`src/rtl/fwd_scoreboard_pkg.sv`:
```
// Shared pipeline definitions for the IE-stage forwarding/hazard unit:
// default widths, write-back source encodings and the history-entry layout.
package fwd_scoreboard_pkg;

    localparam int XLEN_DEF  = 32;
    localparam int RADDR_DEF = 5;

    typedef enum logic [1:0] {
        REG_SRC_ALU    = 2'd0,
        REG_SRC_MEM    = 2'd1,
        REG_SRC_PC_IMM = 2'd2,
        REG_SRC_PC4    = 2'd3
    } reg_src_e;

    typedef struct packed {
        logic                 v;
        logic [RADDR_DEF-1:0] rd;
        logic [XLEN_DEF-1:0]  data;
    } hist_entry_t;

endpackage

```
`src/rtl/fwd_scoreboard_if.sv`:
```
// Bundle between the IE stage and the forwarding scoreboard; the pipeline
// side is the master, the scoreboard is the slave.
interface fwd_scoreboard_if
    import fwd_scoreboard_pkg::*;
#(
    parameter int XLEN   = XLEN_DEF,
    parameter int RADDR  = RADDR_DEF,
    parameter int NUM_RD = 2
);
    logic                    stall;
    logic                    p4_we;
    logic [RADDR-1:0]        p4_rd;
    logic [XLEN-1:0]         p4_data;
    logic                    p4_dvalid;
    logic                    wb_we;
    logic [RADDR-1:0]        wb_rd;
    logic [XLEN-1:0]         wb_data;
    logic [NUM_RD*RADDR-1:0] rs_addr;
    logic [NUM_RD*XLEN-1:0]  rf_data;
    logic [NUM_RD*XLEN-1:0]  fwd_data;
    logic [NUM_RD-1:0]       fwd_hit;
    logic                    hazard;
    logic                    mc_issue;
    logic [RADDR-1:0]        mc_rd;
    logic                    mc_done;
    logic [RADDR-1:0]        mc_done_rd;
    logic [RADDR:0]          pend_cnt;
    logic                    mc_conflict;

    modport master (
        output stall, p4_we, p4_rd, p4_data, p4_dvalid,
        output wb_we, wb_rd, wb_data, rs_addr, rf_data,
        output mc_issue, mc_rd, mc_done, mc_done_rd,
        input  fwd_data, fwd_hit, hazard, pend_cnt, mc_conflict
    );

    modport slave (
        input  stall, p4_we, p4_rd, p4_data, p4_dvalid,
        input  wb_we, wb_rd, wb_data, rs_addr, rf_data,
        input  mc_issue, mc_rd, mc_done, mc_done_rd,
        output fwd_data, fwd_hit, hazard, pend_cnt, mc_conflict
    );

endinterface

```
`src/rtl/fwd_scoreboard_port_mux.sv`:
```
// Priority operand selection for one read port: EX/MEM, MEM/WB, retired
// history (youngest first), then the register file.
module fwd_scoreboard_port_mux
    import fwd_scoreboard_pkg::*;
#(
    parameter int XLEN   = XLEN_DEF,
    parameter int RADDR  = RADDR_DEF,
    parameter int HIST_N = 1
) (
    input  logic [RADDR-1:0]             rs,
    input  logic [XLEN-1:0]              rf_word,
    input  logic                         p4_we,
    input  logic [RADDR-1:0]             p4_rd,
    input  logic [XLEN-1:0]              p4_data,
    input  logic                         p4_dvalid,
    input  logic                         wb_we,
    input  logic [RADDR-1:0]             wb_rd,
    input  logic [XLEN-1:0]              wb_data,
    input  logic [HIST_N-1:0]            hist_v,
    input  logic [HIST_N-1:0][RADDR-1:0] hist_rd,
    input  logic [HIST_N-1:0][XLEN-1:0]  hist_data,
    input  logic                         pend_bit,
    output logic [XLEN-1:0]              data,
    output logic                         hit,
    output logic                         hazard
);

    always_comb begin
        data   = rf_word;
        hit    = 1'b0;
        hazard = 1'b0;
        if (rs != '0) begin
            // An EX/MEM address match always wins, even for a load whose
            // data is not ready yet: older copies of rs are stale.
            if (p4_we && (p4_rd == rs)) begin
                hit    = 1'b1;
                data   = p4_data;
                hazard = !p4_dvalid;
            end else if (wb_we && (wb_rd == rs)) begin
                hit  = 1'b1;
                data = wb_data;
            end else begin
                for (int k = HIST_N - 1; k >= 0; k--) begin
                    if (hist_v[k] && (hist_rd[k] == rs)) begin
                        hit  = 1'b1;
                        data = hist_data[k];
                    end
                end
            end
            if (pend_bit) begin
                hazard = 1'b1;
            end
        end
    end

endmodule

```
`src/rtl/fwd_scoreboard.sv`:
```
// IE-stage operand forwarding with a configurable write-back history and a
// pending-register scoreboard for multi-cycle results.
module fwd_scoreboard
    import fwd_scoreboard_pkg::*;
#(
    parameter int XLEN       = XLEN_DEF,
    parameter int RADDR      = RADDR_DEF,
    parameter int NUM_RD     = 2,
    parameter int HIST_DEPTH = 1
) (
    input  logic           clk,
    input  logic           rst,
    fwd_scoreboard_if.slave bus
);

    localparam int HIST_N = (HIST_DEPTH > 0) ? HIST_DEPTH : 1;
    localparam int NREG   = 1 << RADDR;
    localparam logic [RADDR:0] CNT_ONE = {{RADDR{1'b0}}, 1'b1};

    logic [HIST_N-1:0]            hist_v_reg;
    logic [HIST_N-1:0][RADDR-1:0] hist_rd_reg;
    logic [HIST_N-1:0][XLEN-1:0]  hist_data_reg;

    logic [NREG-1:0]  pend_reg;
    logic [NREG-1:0]  pend_next;
    logic [RADDR:0]   cnt_reg;
    logic [RADDR:0]   cnt_next;
    logic             conflict_reg;
    logic             conflict_next;
    logic             issue_ok;
    logic             done_ok;
    logic             same_reg;
    logic             cnt_inc;
    logic             cnt_dec;

    logic [NUM_RD-1:0][XLEN-1:0] port_data;
    logic [NUM_RD-1:0]           port_hit;
    logic [NUM_RD-1:0]           port_haz;

    // Write-back history
    generate
        if (HIST_DEPTH > 0) begin : g_hist
            always_ff @(posedge clk or posedge rst) begin
                if (rst) begin
                    hist_v_reg    <= '0;
                    hist_rd_reg   <= '0;
                    hist_data_reg <= '0;
                end else if (!bus.stall) begin
                    hist_v_reg[0]    <= bus.wb_we && (bus.wb_rd != '0);
                    hist_rd_reg[0]   <= bus.wb_rd;
                    hist_data_reg[0] <= bus.wb_data;
                    for (int k = 1; k < HIST_DEPTH; k++) begin
                        hist_v_reg[k]    <= hist_v_reg[k-1];
                        hist_rd_reg[k]   <= hist_rd_reg[k-1];
                        hist_data_reg[k] <= hist_data_reg[k-1];
                    end
                end
            end
        end else begin : g_no_hist
            assign hist_v_reg    = '0;
            assign hist_rd_reg   = '0;
            assign hist_data_reg = '0;
        end
    endgenerate

    // Read ports
    generate
        for (genvar gi = 0; gi < NUM_RD; gi++) begin : g_port
            logic [RADDR-1:0] rs;
            assign rs = bus.rs_addr[gi*RADDR +: RADDR];

            fwd_scoreboard_port_mux #(
                .XLEN   (XLEN),
                .RADDR  (RADDR),
                .HIST_N (HIST_N)
            ) u_mux (
                .rs        (rs),
                .rf_word   (bus.rf_data[gi*XLEN +: XLEN]),
                .p4_we     (bus.p4_we),
                .p4_rd     (bus.p4_rd),
                .p4_data   (bus.p4_data),
                .p4_dvalid (bus.p4_dvalid),
                .wb_we     (bus.wb_we),
                .wb_rd     (bus.wb_rd),
                .wb_data   (bus.wb_data),
                .hist_v    (hist_v_reg),
                .hist_rd   (hist_rd_reg),
                .hist_data (hist_data_reg),
                .pend_bit  (pend_reg[rs]),
                .data      (port_data[gi]),
                .hit       (port_hit[gi]),
                .hazard    (port_haz[gi])
            );
        end
    endgenerate

    assign bus.fwd_data = port_data;
    assign bus.fwd_hit  = port_hit;
    assign bus.hazard   = |port_haz;

    // Scoreboard next state. A same-cycle retire and re-issue of one register
    // leaves the bit set and the count unchanged.
    always_comb begin
        issue_ok      = bus.mc_issue && (bus.mc_rd != '0);
        done_ok       = bus.mc_done && pend_reg[bus.mc_done_rd];
        same_reg      = (bus.mc_rd == bus.mc_done_rd);
        conflict_next = issue_ok && pend_reg[bus.mc_rd] && !(done_ok && same_reg);

        pend_next = pend_reg;
        if (done_ok) begin
            pend_next[bus.mc_done_rd] = 1'b0;
        end
        if (issue_ok) begin
            pend_next[bus.mc_rd] = 1'b1;
        end

        cnt_inc  = issue_ok && !pend_reg[bus.mc_rd];
        cnt_dec  = done_ok && !(issue_ok && same_reg);
        cnt_next = cnt_reg;
        case ({cnt_inc, cnt_dec})
            2'b10:   cnt_next = cnt_reg + CNT_ONE;
            2'b01:   cnt_next = cnt_reg - CNT_ONE;
            default: cnt_next = cnt_reg;
        endcase
    end

    always_ff @(posedge clk or posedge rst) begin
        if (rst) begin
            pend_reg     <= '0;
            cnt_reg      <= '0;
            conflict_reg <= 1'b0;
        end else begin
            pend_reg     <= pend_next;
            cnt_reg      <= cnt_next;
            conflict_reg <= conflict_next;
        end
    end

    assign bus.pend_cnt    = cnt_reg;
    assign bus.mc_conflict = conflict_reg;

endmodule

```
`src/flat_wrapper.sv`:
```
// flat-port wrapper written by rule: the top's interface ports become plain ports
module fwd_scoreboard_flat import fwd_scoreboard_pkg::*;
#(
    parameter int XLEN       = XLEN_DEF,
    parameter int RADDR      = RADDR_DEF,
    parameter int NUM_RD     = 2,
    parameter int HIST_DEPTH = 1
)
  (clk, rst, bus_stall, bus_p4_we, bus_p4_rd, bus_p4_data, bus_p4_dvalid, bus_wb_we, bus_wb_rd, bus_wb_data, bus_rs_addr, bus_rf_data, bus_mc_issue, bus_mc_rd, bus_mc_done, bus_mc_done_rd, bus_fwd_data, bus_fwd_hit, bus_hazard, bus_pend_cnt, bus_mc_conflict);
  fwd_scoreboard_if #(.XLEN(XLEN), .RADDR(RADDR), .NUM_RD(NUM_RD)) bus_i ();
  input  logic clk;
  input  logic rst;
  input wire logic [$bits(bus_i.stall)-1:0] bus_stall;
  input wire logic [$bits(bus_i.p4_we)-1:0] bus_p4_we;
  input wire logic [$bits(bus_i.p4_rd)-1:0] bus_p4_rd;
  input wire logic [$bits(bus_i.p4_data)-1:0] bus_p4_data;
  input wire logic [$bits(bus_i.p4_dvalid)-1:0] bus_p4_dvalid;
  input wire logic [$bits(bus_i.wb_we)-1:0] bus_wb_we;
  input wire logic [$bits(bus_i.wb_rd)-1:0] bus_wb_rd;
  input wire logic [$bits(bus_i.wb_data)-1:0] bus_wb_data;
  input wire logic [$bits(bus_i.rs_addr)-1:0] bus_rs_addr;
  input wire logic [$bits(bus_i.rf_data)-1:0] bus_rf_data;
  input wire logic [$bits(bus_i.mc_issue)-1:0] bus_mc_issue;
  input wire logic [$bits(bus_i.mc_rd)-1:0] bus_mc_rd;
  input wire logic [$bits(bus_i.mc_done)-1:0] bus_mc_done;
  input wire logic [$bits(bus_i.mc_done_rd)-1:0] bus_mc_done_rd;
  output wire logic [$bits(bus_i.fwd_data)-1:0] bus_fwd_data;
  output wire logic [$bits(bus_i.fwd_hit)-1:0] bus_fwd_hit;
  output wire logic [$bits(bus_i.hazard)-1:0] bus_hazard;
  output wire logic [$bits(bus_i.pend_cnt)-1:0] bus_pend_cnt;
  output wire logic [$bits(bus_i.mc_conflict)-1:0] bus_mc_conflict;
  assign bus_i.stall = bus_stall;
  assign bus_i.p4_we = bus_p4_we;
  assign bus_i.p4_rd = bus_p4_rd;
  assign bus_i.p4_data = bus_p4_data;
  assign bus_i.p4_dvalid = bus_p4_dvalid;
  assign bus_i.wb_we = bus_wb_we;
  assign bus_i.wb_rd = bus_wb_rd;
  assign bus_i.wb_data = bus_wb_data;
  assign bus_i.rs_addr = bus_rs_addr;
  assign bus_i.rf_data = bus_rf_data;
  assign bus_i.mc_issue = bus_mc_issue;
  assign bus_i.mc_rd = bus_mc_rd;
  assign bus_i.mc_done = bus_mc_done;
  assign bus_i.mc_done_rd = bus_mc_done_rd;
  assign bus_fwd_data = bus_i.fwd_data;
  assign bus_fwd_hit = bus_i.fwd_hit;
  assign bus_hazard = bus_i.hazard;
  assign bus_pend_cnt = bus_i.pend_cnt;
  assign bus_mc_conflict = bus_i.mc_conflict;
  fwd_scoreboard #(.XLEN(XLEN), .RADDR(RADDR), .NUM_RD(NUM_RD), .HIST_DEPTH(HIST_DEPTH)) u_core (.clk(clk), .rst(rst), .bus(bus_i));
endmodule
```
`config.mk`:
```
export PLATFORM = sky130hd
export DESIGN_NAME = fwd_scoreboard_flat
export DESIGN_NICKNAME = d
export VERILOG_FILES = /design/src/rtl/fwd_scoreboard_pkg.sv /design/src/rtl/fwd_scoreboard_if.sv /design/src/rtl/fwd_scoreboard_port_mux.sv /design/src/rtl/fwd_scoreboard.sv /design/src/flat_wrapper.sv
export SDC_FILE = /design/constraint.sdc
export NUM_CORES = 1
export LEC_CHECK = 0
export BUFFER_PORTS_ARGS = -buffer_cell sky130_fd_sc_hd__buf_2
export CAP_MARGIN = 20
export CORE_MARGIN = 2
export CORE_UTILIZATION = 56
export DETAILED_ROUTE_END_ITERATION = 12
export PLACE_DENSITY = 0.9
export SYNTH_ARGS = -nofsm -noshare
export SYNTH_HDL_FRONTEND = slang
export SYNTH_SLANG_ARGS = --single-unit
```
`constraint.sdc`:
```
create_clock -name clk -period 4.75 [get_ports clk]
set_input_delay 0.7125 -clock clk [delete_from_list [all_inputs] [get_ports clk]]
set_output_delay 0.7125 -clock clk [all_outputs]
set_load 0.02 [all_outputs]
```
### Word level (Yosys, flattened, before mapping)

Index checks and enable logic that the tools add are counted.

* equal/unequal tests: 9
* mux-type cells: 37
* add/subtract/negate cells: 2
* divide/modulo/power cells: 0
* bitwise operators: 3
* reduce and logical (&&, ||, !) cells: 27
* shift-type cells: 0
* multipliers: 0
* order comparisons: 6

Operator list (number)
* $mux 32: 10
* $eq 5x5->1: 7
* $and 32x32->32: 1
* $not 32->32: 1
* $or 32x32->32: 1
* $lt 5x6->1 const B: 4
* $bmux 1 s5: 4
* $mux 1: 20
* $reduce_bool 5->1: 4
* $logic_and 1x1->1: 17
* $pmux 6 s2: 1
* $demux 1 s5: 2
* $ge 5x1->1 const B: 2
* $add 6x1->6 const B: 1
* $sub 6x1->6 const B: 1
* $logic_not 1->1: 4
* $eq 2x1->1 const B: 1
* $eq 2x2->1 const B: 1
* $reduce_bool 2->1: 1
* $reduce_or 2->1: 1

* latch bits: 0
* bits in read-only memories: 0
* word-level logic and storage cells: 90
* memories kept: 0
* bits of input ports: 166
* output and inout port bits: 74
* memory bits (writable): 0
* register bits after elaboration: 77

### Longest topological paths before layout

* word-level depth: 9
* gate-level depth with buffers: 16

### Modules after synthesis

From an unflattened synthesis, not the netlist that was laid out.

* cell total of the unflattened synthesis: 714
* area total of the unflattened synthesis: 7239.4 um^2

Modules (own cells, without submodules)
* fwd_scoreboard: cells an instance 412, area an instance 4679.5 um^2, instances 1
* fwd_scoreboard_port_mux: cells an instance 151, area an instance 1280.0 um^2, instances 2

### Worst setup path after synthesis

OpenSTA, ideal clock, no wires.

* kind: input-to-reg
* from: input port bus_mc_done_rd[0]
* to: register u_core.cnt_reg[5], in the netlist u_core.bus.pend_cnt[5]
* buffers on the path: 3
* setup slack: 955 ps
* library setup time: 128 ps
* cell stages on the path: 15
* data arrival time: 3667 ps
* cell sequence: buf_4 buf_6 mux4_2 a32oi_1 and4_1 buf_4 nand2b_1 a21oi_1 ha_1 ha_1 a21o_1 a21o_1 a2111oi_0 a311oi_1 xnor2_1

* cells in the longest elaborated chain, start to end: 6
* elaborated cells between the ends (all ways): 11
* classes of those cells: eq/ne: 3; mux: 3; reduce/logical: 5

RTL lines
* from (decl): line flat_wrapper.sv:26 `input wire logic [$bits(bus_i.mc_done_rd)-1:0] bus_mc_done_rd;`
* $bmux 1 s5 / $eq 5x5->1 (equally long branches): line fwd_scoreboard.sv:105, fwd_scoreboard.sv:106
* $mux 1 (implied by the code) / $logic_and 1x1->1 (equally long branches): line fwd_scoreboard.sv:105, fwd_scoreboard.sv:118
* $logic_and 1x1->1 / $logic_not 1->1 (equally long branches): line fwd_scoreboard.sv:105, fwd_scoreboard.sv:118
* $logic_and 1x1->1 (*): line fwd_scoreboard.sv:118 `cnt_dec = done_ok && !(issue_ok && same_reg);`
* $eq 2x1->1 / $eq 2x2->1 (equally long branches): line fwd_scoreboard.sv:120 `case ({cnt_inc, cnt_dec})`
* $pmux 6 s2 / $reduce_bool 2->1 (equally long branches)
* to (signal assigned): line fwd_scoreboard.sv:134 `cnt_reg <= cnt_next;`
* to (decl): line fwd_scoreboard.sv:26 `logic [RADDR:0] cnt_reg;`

Mark *: on every way between the ends. The rest lies on a longest branch, timed or not. The select of a mux whose other input is x is not followed.
A chain may end at the register's enable or synchronous reset.

### Final worst setup path

* from: input port bus_mc_rd[0]
* to: register u_core.cnt_reg[5], in the netlist u_core.bus.pend_cnt[5]

* cells in the longest elaborated chain, start to end: 7
* elaborated cells between the ends (all ways): 14
* classes of those cells: eq/ne: 3; mux: 3; reduce/logical: 8

RTL lines
* from (decl): line flat_wrapper.sv:24 `input wire logic [$bits(bus_i.mc_rd)-1:0] bus_mc_rd;`
* branches (longest 7 deep; another with $pmux 6 s2)

Several ways; the timed one is not identified. The select of a mux whose other input is x is not followed.

==> results.yml <==
final_layout:
  drive_above_1_share: 0.3759
  layout_common_cells: "239 x buf_2, 77 x dfrtp_1, 66 x nand2_1"
  nets: 1114
  fillers: 1016
  area_growth_pct: 20.65
  final_area_mm2: 0.008698
  layout_commonest_cell: "buf_2"
  regArea_mm2: 0.001927
  multi_input_area_mm2: 0.004828
setup_path:
  startpoint: "bus_mc_rd[0]"
  critPathLaunchType: "primary input"
  r2r-end: "u_core.bus.pend_cnt[5]"
  crit_fanout: 13
  r2r_cells: 12
  end_kind: "register"
  worstSetupPathType: "in2reg"
  required_ns: 4.96
  regToRegSetupSlack_ns: 1.13
  critPathArrivalTime_ns: 4.12
  r2r-start: "u_core.pend_reg[6]"
  endpoint: "u_core.bus.pend_cnt[5]"
sta:
  timing.fmax_mhz: 255.6
  slew_viol_final: 0
  fin_crit_ns: 3.913
  slew_headroom: 0.3750
  rsz0062_at_grt: "no"
  finalSetupViolations: 0
  finalCritPeriodShare: 0.8237
  setup_tns_ns: 0
  tightest_slew_ns: 0.9375
  final-hold-violation-count: 0
  whs_ns: 0.4385
  fin_worst_skew_ns: 0.008035
clocking:
  clkTransAtPathRegs_ns: 0.06
  post-cts-setup-buffer-count: 0
  cts_buffers: 9
  cts.sinks: 77
  clockBufferDepth: 2
  cts_tree: "yes"
  cts-resized-gates: 0
  cts_hold_buf: 0
  cts_root_buffer: "clkbuf_16"
  cts_max_level: 3
  clock_latency_ns: 0.34
synth:
  yosysSeqAreaShare: 0.2673
  ys_warn_count: 0
  synth_edf_count: 0
  yosys_most_used_dff: "dfrtp_1"
  async_flop_share: 1.000
  postSynthCellCount: 759
  synth_area_per_cell_um2: 9.499
  synth_cell_type_count: 58
  syn_area_mm2: 0.007209
  ys_seq_elements: 77
  syn-num-nets: 931
floorplanning:
  num_rows: 41
  dieArea_mm2: 0.01380
  die_h_um: 117.5
  start_util: 0.5713
  io_pins: 240
  fp.dieW_um: 117.5
  fp.coreArea_mm2: 0.01262
detailed_routing:
  drc: 0
  vias: 7764
  drt_first_iter_violations: 1142
  routed_wl_um: 25330
  avgViaCountPerCell: 6.889
  ant_nets: 0
  wire_per_inst_um: 22.47
  drtPass1Iterations: 5
grt:
  grt_max_degree: 42
  grt_usage: 0.3635
  grt_pass1_vias: 7545
  grt_pass1_wl_um: 40610
  antenna_found_initial: 9
  grt_overflow: 0
run_status:
  status: "finished clean"
placement:
  dp_hpwl_um: 17660
  dpl-instance-area_mm2: 0.008378
  routabilityCongestion: 0.9822
  portBuffers: 239
hold_path:
  hp-class: "in2async"
power_and_ir_drop:
  p_leak_nw: 3.684
  ir_drop_v: 0.0002739
  power_density_mw_per_mm2: 293.7
job:
  drv_cap: 0
==> cell usage after synthesis (9+ instances only) <==
cell type	instances	area share
nand2_1	66	0.034
a21oi_1	64	0.044
xnor2_1	11	0.013
a22oi_1	10	0.010
mux4_2	32	0.10
mux2_2	38	0.059
buf_2	20	0.014
buf_4	9	0.0094
a2bb2oi_1	62	0.075
xor2_1	29	0.035
o31ai_1	23	0.024
o311ai_1	62	0.075
nand3b_1	65	0.068
nor2_1	10	0.0052
nand3_1	11	0.0076
inv_1	18	0.0094
dfrtp_1	77	0.27
clkbuf_1	48	0.025
==> worst max-delay path, stage by stage <==
cell       delay [ns]
buf_2            0.31
mux4_2           0.55
a22o_1           0.23
a221oi_1         0.22
and3_1           0.27
nand2_1          0.07
ha_1             0.29
ha_1             0.31
a21o_1           0.17
a21o_1           0.20
a2111oi_0        0.49
a311oi_1         0.13
xnor2_1          0.15
==> area by class of cell <==
cell class | count | share of cell area
Sequential cell | 77 | 0.2215
Clock inverter | 6 | 0.008199
Antenna cell | 8 | 0.002301
Timing Repair Buffer | 258 | 0.1539
Clock buffer | 10 | 0.02632
Tap cell | 172 | 0.02474
Multi-Input combinational cell | 578 | 0.5551
Inverter | 18 | 0.007911
==> worst min path at each step <==
stage | from | end
finish | rst | u_core.bus.pend_cnt[2]
global placement | u_core.bus.pend_cnt[5] | u_core.bus.pend_cnt[5]
global route | rst | u_core.bus.pend_cnt[1]
CTS | rst | u_core.bus.pend_cnt[2]
floorplan | u_core.hist_v_reg | u_core.hist_v_reg
detailed placement | u_core.bus.pend_cnt[5] | u_core.bus.pend_cnt[5]
==> where the power goes <==
part | switching (mW) | internal [mW] | leakage, nW
sequential | 0.148 | 0.769 | 0.885
clock | 0.284 | 0.411 | 0.139
combinational | 0.508 | 0.435 | 2.66
==> logic make-up after synthesis <==
group / share of synthesized area
buffers and inverters: 0.06543
xor gates and xnor gates: 0.04859
muxes: 0.1690
DFF: 0.2673
AOI/OAI and AO/OA: 0.2784
and+or+nand+nor: 0.1598
adders and majority gates: 0.01145
==> metrics by stage <==
| stage | total power [mW] | instances | worst slack [ns] | util |
|---|---|---|---|---|
| 2_1_floorplan | 1.533 | 759 | 0.9548 | - |
| 3_3_place_gp | 1.815 | 1103 | 0.7642 | 0.6639 |
| 3_5_place_dp | 1.850 | 1103 | 0.6178 | 0.6639 |
| 4_1_cts | 2.547 | 1119 | 0.9597 | 0.6877 |
| 5_1_grt | 2.683 | 1127 | 0.6229 | 0.6893 |
| 6_report | 2.555 | 1127 | 0.8374 | 0.6893 |
==> metal layers <==
| layer | part of all wire | wire [µm] | vias to the layer above | track usage |
|---|---|---|---|---|
| li1 | - | - | 3366 | - |
| met1 | 0.35 | 8976 | 3673 | 0.4494 |
| met2 | 0.48 | 12050 | 587 | 0.5837 |
| met3 | 0.11 | 2782 | 136 | 0.08624 |
| met4 | 0.059 | 1500 | 2 | 0.2101 |
| met5 | 0.00063 | 16 | - | 0 |
Power figures use the tool's default switching activity.
